[src/rtl/matrix_frame_buffer.sv]
// Double-buffered row-addressed frame store. Rows are written into the back bank,
// the banks swap on a display frame boundary, then the new front is copied back.
module matrix_frame_buffer #(
   parameter int ROWS  = 16,
   parameter int COLS  = 32,
   parameter int ROW_W = 4,
   parameter int CNT_W = 8
) (
   input  logic                       clk,
   input  logic                       reset_n,
   input  logic                       wr_valid,
   output logic                       wr_ready,
   input  logic [ROW_W-1:0]           wr_row,
   input  logic [COLS-1:0]            wr_data,
   input  logic                       wr_last,
   input  logic                       frame_start,
   output logic [ROWS-1:0][COLS-1:0]  frame_out,
   output logic                       swap_pending,
   output logic [CNT_W-1:0]           frame_count
);

   typedef enum logic [1:0] {S_WRITE, S_PENDING, S_COPY} state_t;

   state_t                    state_q, state_d;
   logic                      front_sel_q, front_sel_d;
   logic [CNT_W-1:0]          frame_count_q, frame_count_d;
   logic [ROW_W-1:0]          copy_row_q, copy_row_d;
   logic [ROWS-1:0][COLS-1:0] bank0_q, bank0_d;
   logic [ROWS-1:0][COLS-1:0] bank1_q, bank1_d;
   logic [ROWS-1:0][COLS-1:0] front_bank;

   logic                      back_we;
   logic [ROW_W-1:0]          back_row;
   logic [COLS-1:0]           back_data;

   assign front_bank   = front_sel_q ? bank1_q : bank0_q;
   assign frame_out    = front_bank;
   assign frame_count  = frame_count_q;

   always_comb begin
      state_d       = state_q;
      front_sel_d   = front_sel_q;
      frame_count_d = frame_count_q;
      copy_row_d    = copy_row_q;
      wr_ready      = 1'b0;
      swap_pending  = 1'b0;
      back_we       = 1'b0;
      back_row      = '0;
      back_data     = '0;
      case (state_q)
         S_WRITE: begin
            wr_ready = 1'b1;
            if (wr_valid) begin
               back_we   = 1'b1;
               back_row  = wr_row;
               back_data = wr_data;
               if (wr_last) state_d = S_PENDING;
            end
         end
         S_PENDING: begin
            swap_pending = 1'b1;
            if (frame_start) begin
               front_sel_d   = ~front_sel_q;
               frame_count_d = frame_count_q + CNT_W'(1);
               state_d       = S_COPY;
            end
         end
         S_COPY: begin
            // Refresh the back bank from the front so the writer can send deltas.
            back_we    = 1'b1;
            back_row   = copy_row_q;
            back_data  = front_bank[copy_row_q];
            copy_row_d = copy_row_q + ROW_W'(1);
            if (copy_row_q == ROW_W'(ROWS-1)) begin
               copy_row_d = '0;
               state_d    = S_WRITE;
            end
         end
         default: state_d = S_WRITE;
      endcase
   end

   always_comb begin
      bank0_d = bank0_q;
      bank1_d = bank1_q;
      if (back_we) begin
         if (front_sel_q) bank0_d[back_row] = back_data;
         else             bank1_d[back_row] = back_data;
      end
   end

   always_ff @(posedge clk or negedge reset_n) begin
      if (!reset_n) begin
         state_q       <= S_WRITE;
         front_sel_q   <= 1'b0;
         frame_count_q <= '0;
         copy_row_q    <= '0;
         bank0_q       <= '0;
         bank1_q       <= '0;
      end else begin
         state_q       <= state_d;
         front_sel_q   <= front_sel_d;
         frame_count_q <= frame_count_d;
         copy_row_q    <= copy_row_d;
         bank0_q       <= bank0_d;
         bank1_q       <= bank1_d;
      end
   end

endmodule
[config.mk]
export PLATFORM = sky130hd
export DESIGN_NAME = matrix_frame_buffer
export DESIGN_NICKNAME = d
export VERILOG_FILES = /design/src/rtl/matrix_frame_buffer.sv
export SDC_FILE = /design/constraint.sdc
export NUM_CORES = 2
export LEC_CHECK = 0
export CAP_MARGIN = 20
export CORE_ASPECT_RATIO = 1.5
export CORE_MARGIN = 1
export CORE_UTILIZATION = 40
export CTS_BUF_LIST = sky130_fd_sc_hd__clkbuf_16
export DETAILED_ROUTE_END_ITERATION = 10
export GPL_ROUTABILITY_DRIVEN = 0
export PLACE_DENSITY = 0.66
export SLEW_MARGIN = 20
export SYNTH_ARGS = -nofsm -noshare
export SYNTH_HDL_FRONTEND = slang
export SYNTH_SLANG_ARGS = --single-unit
[constraint.sdc]
create_clock -name clk -period 2.5 [get_ports clk]
set_input_delay 0.5 -clock clk [delete_from_list [all_inputs] [get_ports clk]]
set_output_delay 0.5 -clock clk [all_outputs]
set_load 0.005 [all_outputs]
==> qor.txt <==
Status = complete, but fails checks
Violated checks = negative setup slack
Detailed Place HPWL = 143 mm
Post-layout min period = 3.12 ns
Max-cap violations = 0
Clock slew seen by the registers of the worst setup and hold paths = 0.06 ns
Layout cell share with drive strength beyond 1 = 41.9%
CP bufs+invs = 5
Setup TNS = -496.78 ns
Gate Count Post-Synth = 4,365
Die W = 300 um
CP Class = register to primary output
CTS H-tree lvls = 3
Final period utilization = 125%
# DRC = 0
Post-synth top area share = 48.7%
P&R area growth vs syn = 33.7%
Crit path DAT = 2.62 ns
Vias in the first global route = 41,700
DR WL met2 = 97.2 mm
Number of synthesized flops with an enable pin = 0
Cell Chain, Critical Path = buf_8, clkbuf_16, buf_12, buf_16, mux2_2, clkdlybuf4s50_1
Starting Density = 40.4%
Rows = 163
Die span in y = 449 um
Max layer used = met5
Vias = 41,600
Sink Count = 1,039
Core Region = 132,000 um2
Fin Clk Skew = 0.0343 ns
Final hold viol count = 0
Sequential area share after synthesis = 48.7%
PortBufs = 562
Pleak = 36.2 nW
Worst setup margin = -0.616 ns
Most common cell in the netlist = mux2_2
Crit start category = register
ANT nets after route = 0
Main synth FF type = dfrtp_1
Die area = 135,000 um2
Post-Layout Cell Count = 7,170
Met3 WL post-DR = 13.5 mm
Final slew viol count = 0
Cell taking the most area after synthesis = dfrtp_1
Max Fclk = 0.321 GHz
Initial DRC count = 3,121
Final WL = 202 mm
Setup crit end kind = primary output
Fin util = 54.0%
Warnings, synthesis = 0
VDD IR-drop max = 0.692 mV
Total CTS buffers = 103
Global-route wire length before repair = 286 mm
Worst hold path type = input port to async pin
Least-Margin Pin Slew = 1.13 ns
Drt pass-1 iters = 7
Slowest CP cell = dfrtp_4
Syn nets = 4,408
Drt wl/cell = 28.1 um
Seq cells post-synth = 1,039
CP required = 2.00 ns
Layout Nets = 5,391
CTS tree = built
Relative slew slack = 25.0%
Largest net degree at the start of global routing = 110
Clock latency on the worst-skew pair = 0.74 ns
RSZ-0062 raised after global routing = true
Buffer depth of the longest clock path = 3
GRT Overall Usage = 28.9%
Ports = 563
Pwr Density = 1240 nW/um2
Most frequent cells after synthesis = mux2_2, dfrtp_1, nand2_1
Initial antenna violation count = 9
Distinct cells, synth = 68
Crit-path max cell delay = 0.50 ns
DRT met1 WL = 79.9 mm
Max FO, Critical Path = 12
Vias per cell = 5.81
Syn_area_per_cell = 12.2 um2
Setup-failing EPs final = 1,471
Area contributors post-synth = dfrtp_1, mux2_2, mux2i_1, mux4_2, nand2_1
GR Overflow Total = 0
Post-Place Cells = 6,824
Post-synth ARST share = 100%
Root Buffer = clkbuf_16
Post-synthesis cell area = 53,400 um2
Family with the most delay on the worst path = buffers and inverters
-- registers in the layout, indices dropped and copies added, names as in the netlist --
name and cells:
frame_count 8, state_q 2, front_sel_q 1, bank0_q 512, bank1_q 512, copy_row_q 4
-- placed cells by master, fill, tap and decap left out, drive strengths merged, types with 48 or more instances in the layout --
cell              n
o21ai           220
a31oi           102
a21oi           127
buf             773
clkdlybuf4s50   196
clkbuf          188
nor2            210
dfrtp          1039
nand2           332
a22oi           126
mux2i           278
mux2           1101
mux4             88
dlymetal6s2s    172
o22a             48
-- report_power, final --
| group | internal [mW] | total, mW | leakage [nW] | switching [mW] |
|---|---|---|---|---|
| registers | 22.1 | 26.2 | 13.9 | 4.03 |
| logic | 24.4 | 46.5 | 20.5 | 22.1 |
| clock network | 8.68 | 15.7 | 1.69 | 7.00 |
-- final cells by class --
cell class	count	area [um2]
Fill cell	11100	60600
Sequential cell	1039	26000
Multi-Input combinational cell	2914	26000
Timing Repair Buffer	1272	13800
Clock buffer	104	2600
Tap cell	1732	2170
Clock inverter	85	699
Inverter	18	67.6
Antenna cell	6	15.0
-- stage by stage --
step | area [um2] | setup slack [ns] | total power [mW] | hold slack, ns
floorplan | 53400 | 0.0719 | 47.1 | 0.204
global placement | 65300 | -0.757 | 67.7 | 0.456
detailed placement | 65300 | -0.747 | 68.5 | 0.468
CTS | 69400 | -0.714 | 85.9 | 0.300
global route | 71300 | -0.629 | 92.0 | 0.318
finish | 71300 | -0.616 | 88.3 | 0.308
-- per-layer routing --
| layer | vias to the layer above | global-route usage, % |
|---|---|---|
| li1 | 18000 | - |
| met1 | 21500 | 36.4 |
| met2 | 1666 | 47.6 |
| met3 | 407 | 4.74 |
| met4 | 8 | 15.0 |
| met5 | - | 0 |
-- cell families (layout without fill, tap and decap cells) --
group	after synthesis	after routing	synth area share [%]
xor+xnor	9	9	0.148
mux	1467	1467	32.2
flops	1039	1039	48.7
fa+ha+maj	2	2	0.0469
other cells	0	6	0
simple gates	687	687	5.74
buf+inv	412	1479	3.85
compound gates	749	749	9.32
-- final timing paths --
| check | to | startpoint | cells past startpoint | slack, ns |
|---|---|---|---|---|
| min reg2reg | bank1_q[326] | bank1_q[326] | 2 | 0.48 |
| min | bank0_q[226] | reset_n | 2 | 0.31 |
| min in group clk | state_q[0] | wr_last | 2 | 0.45 |
| max | frame_out[235] | front_sel_q | 6 | -0.62 |
| max reg2reg | bank1_q[43] | front_sel_q | 10 | -0.57 |
| max in group asynchronous | bank1_q[347] | reset_n | 3 | 1.17 |
-- timing repair --
item | CTS | global route
endpoints found under the setup margin | 1477 | 1461
hold endpoints to repair | 22 | 0
pin swaps | 1 | 1
hold buffers | 1 | 0
resized for setup | 353 | 535
buffers inserted | 29 | 96
gates cloned | 10 | 18
No activity file was read; power rests on OpenSTA's default activity.
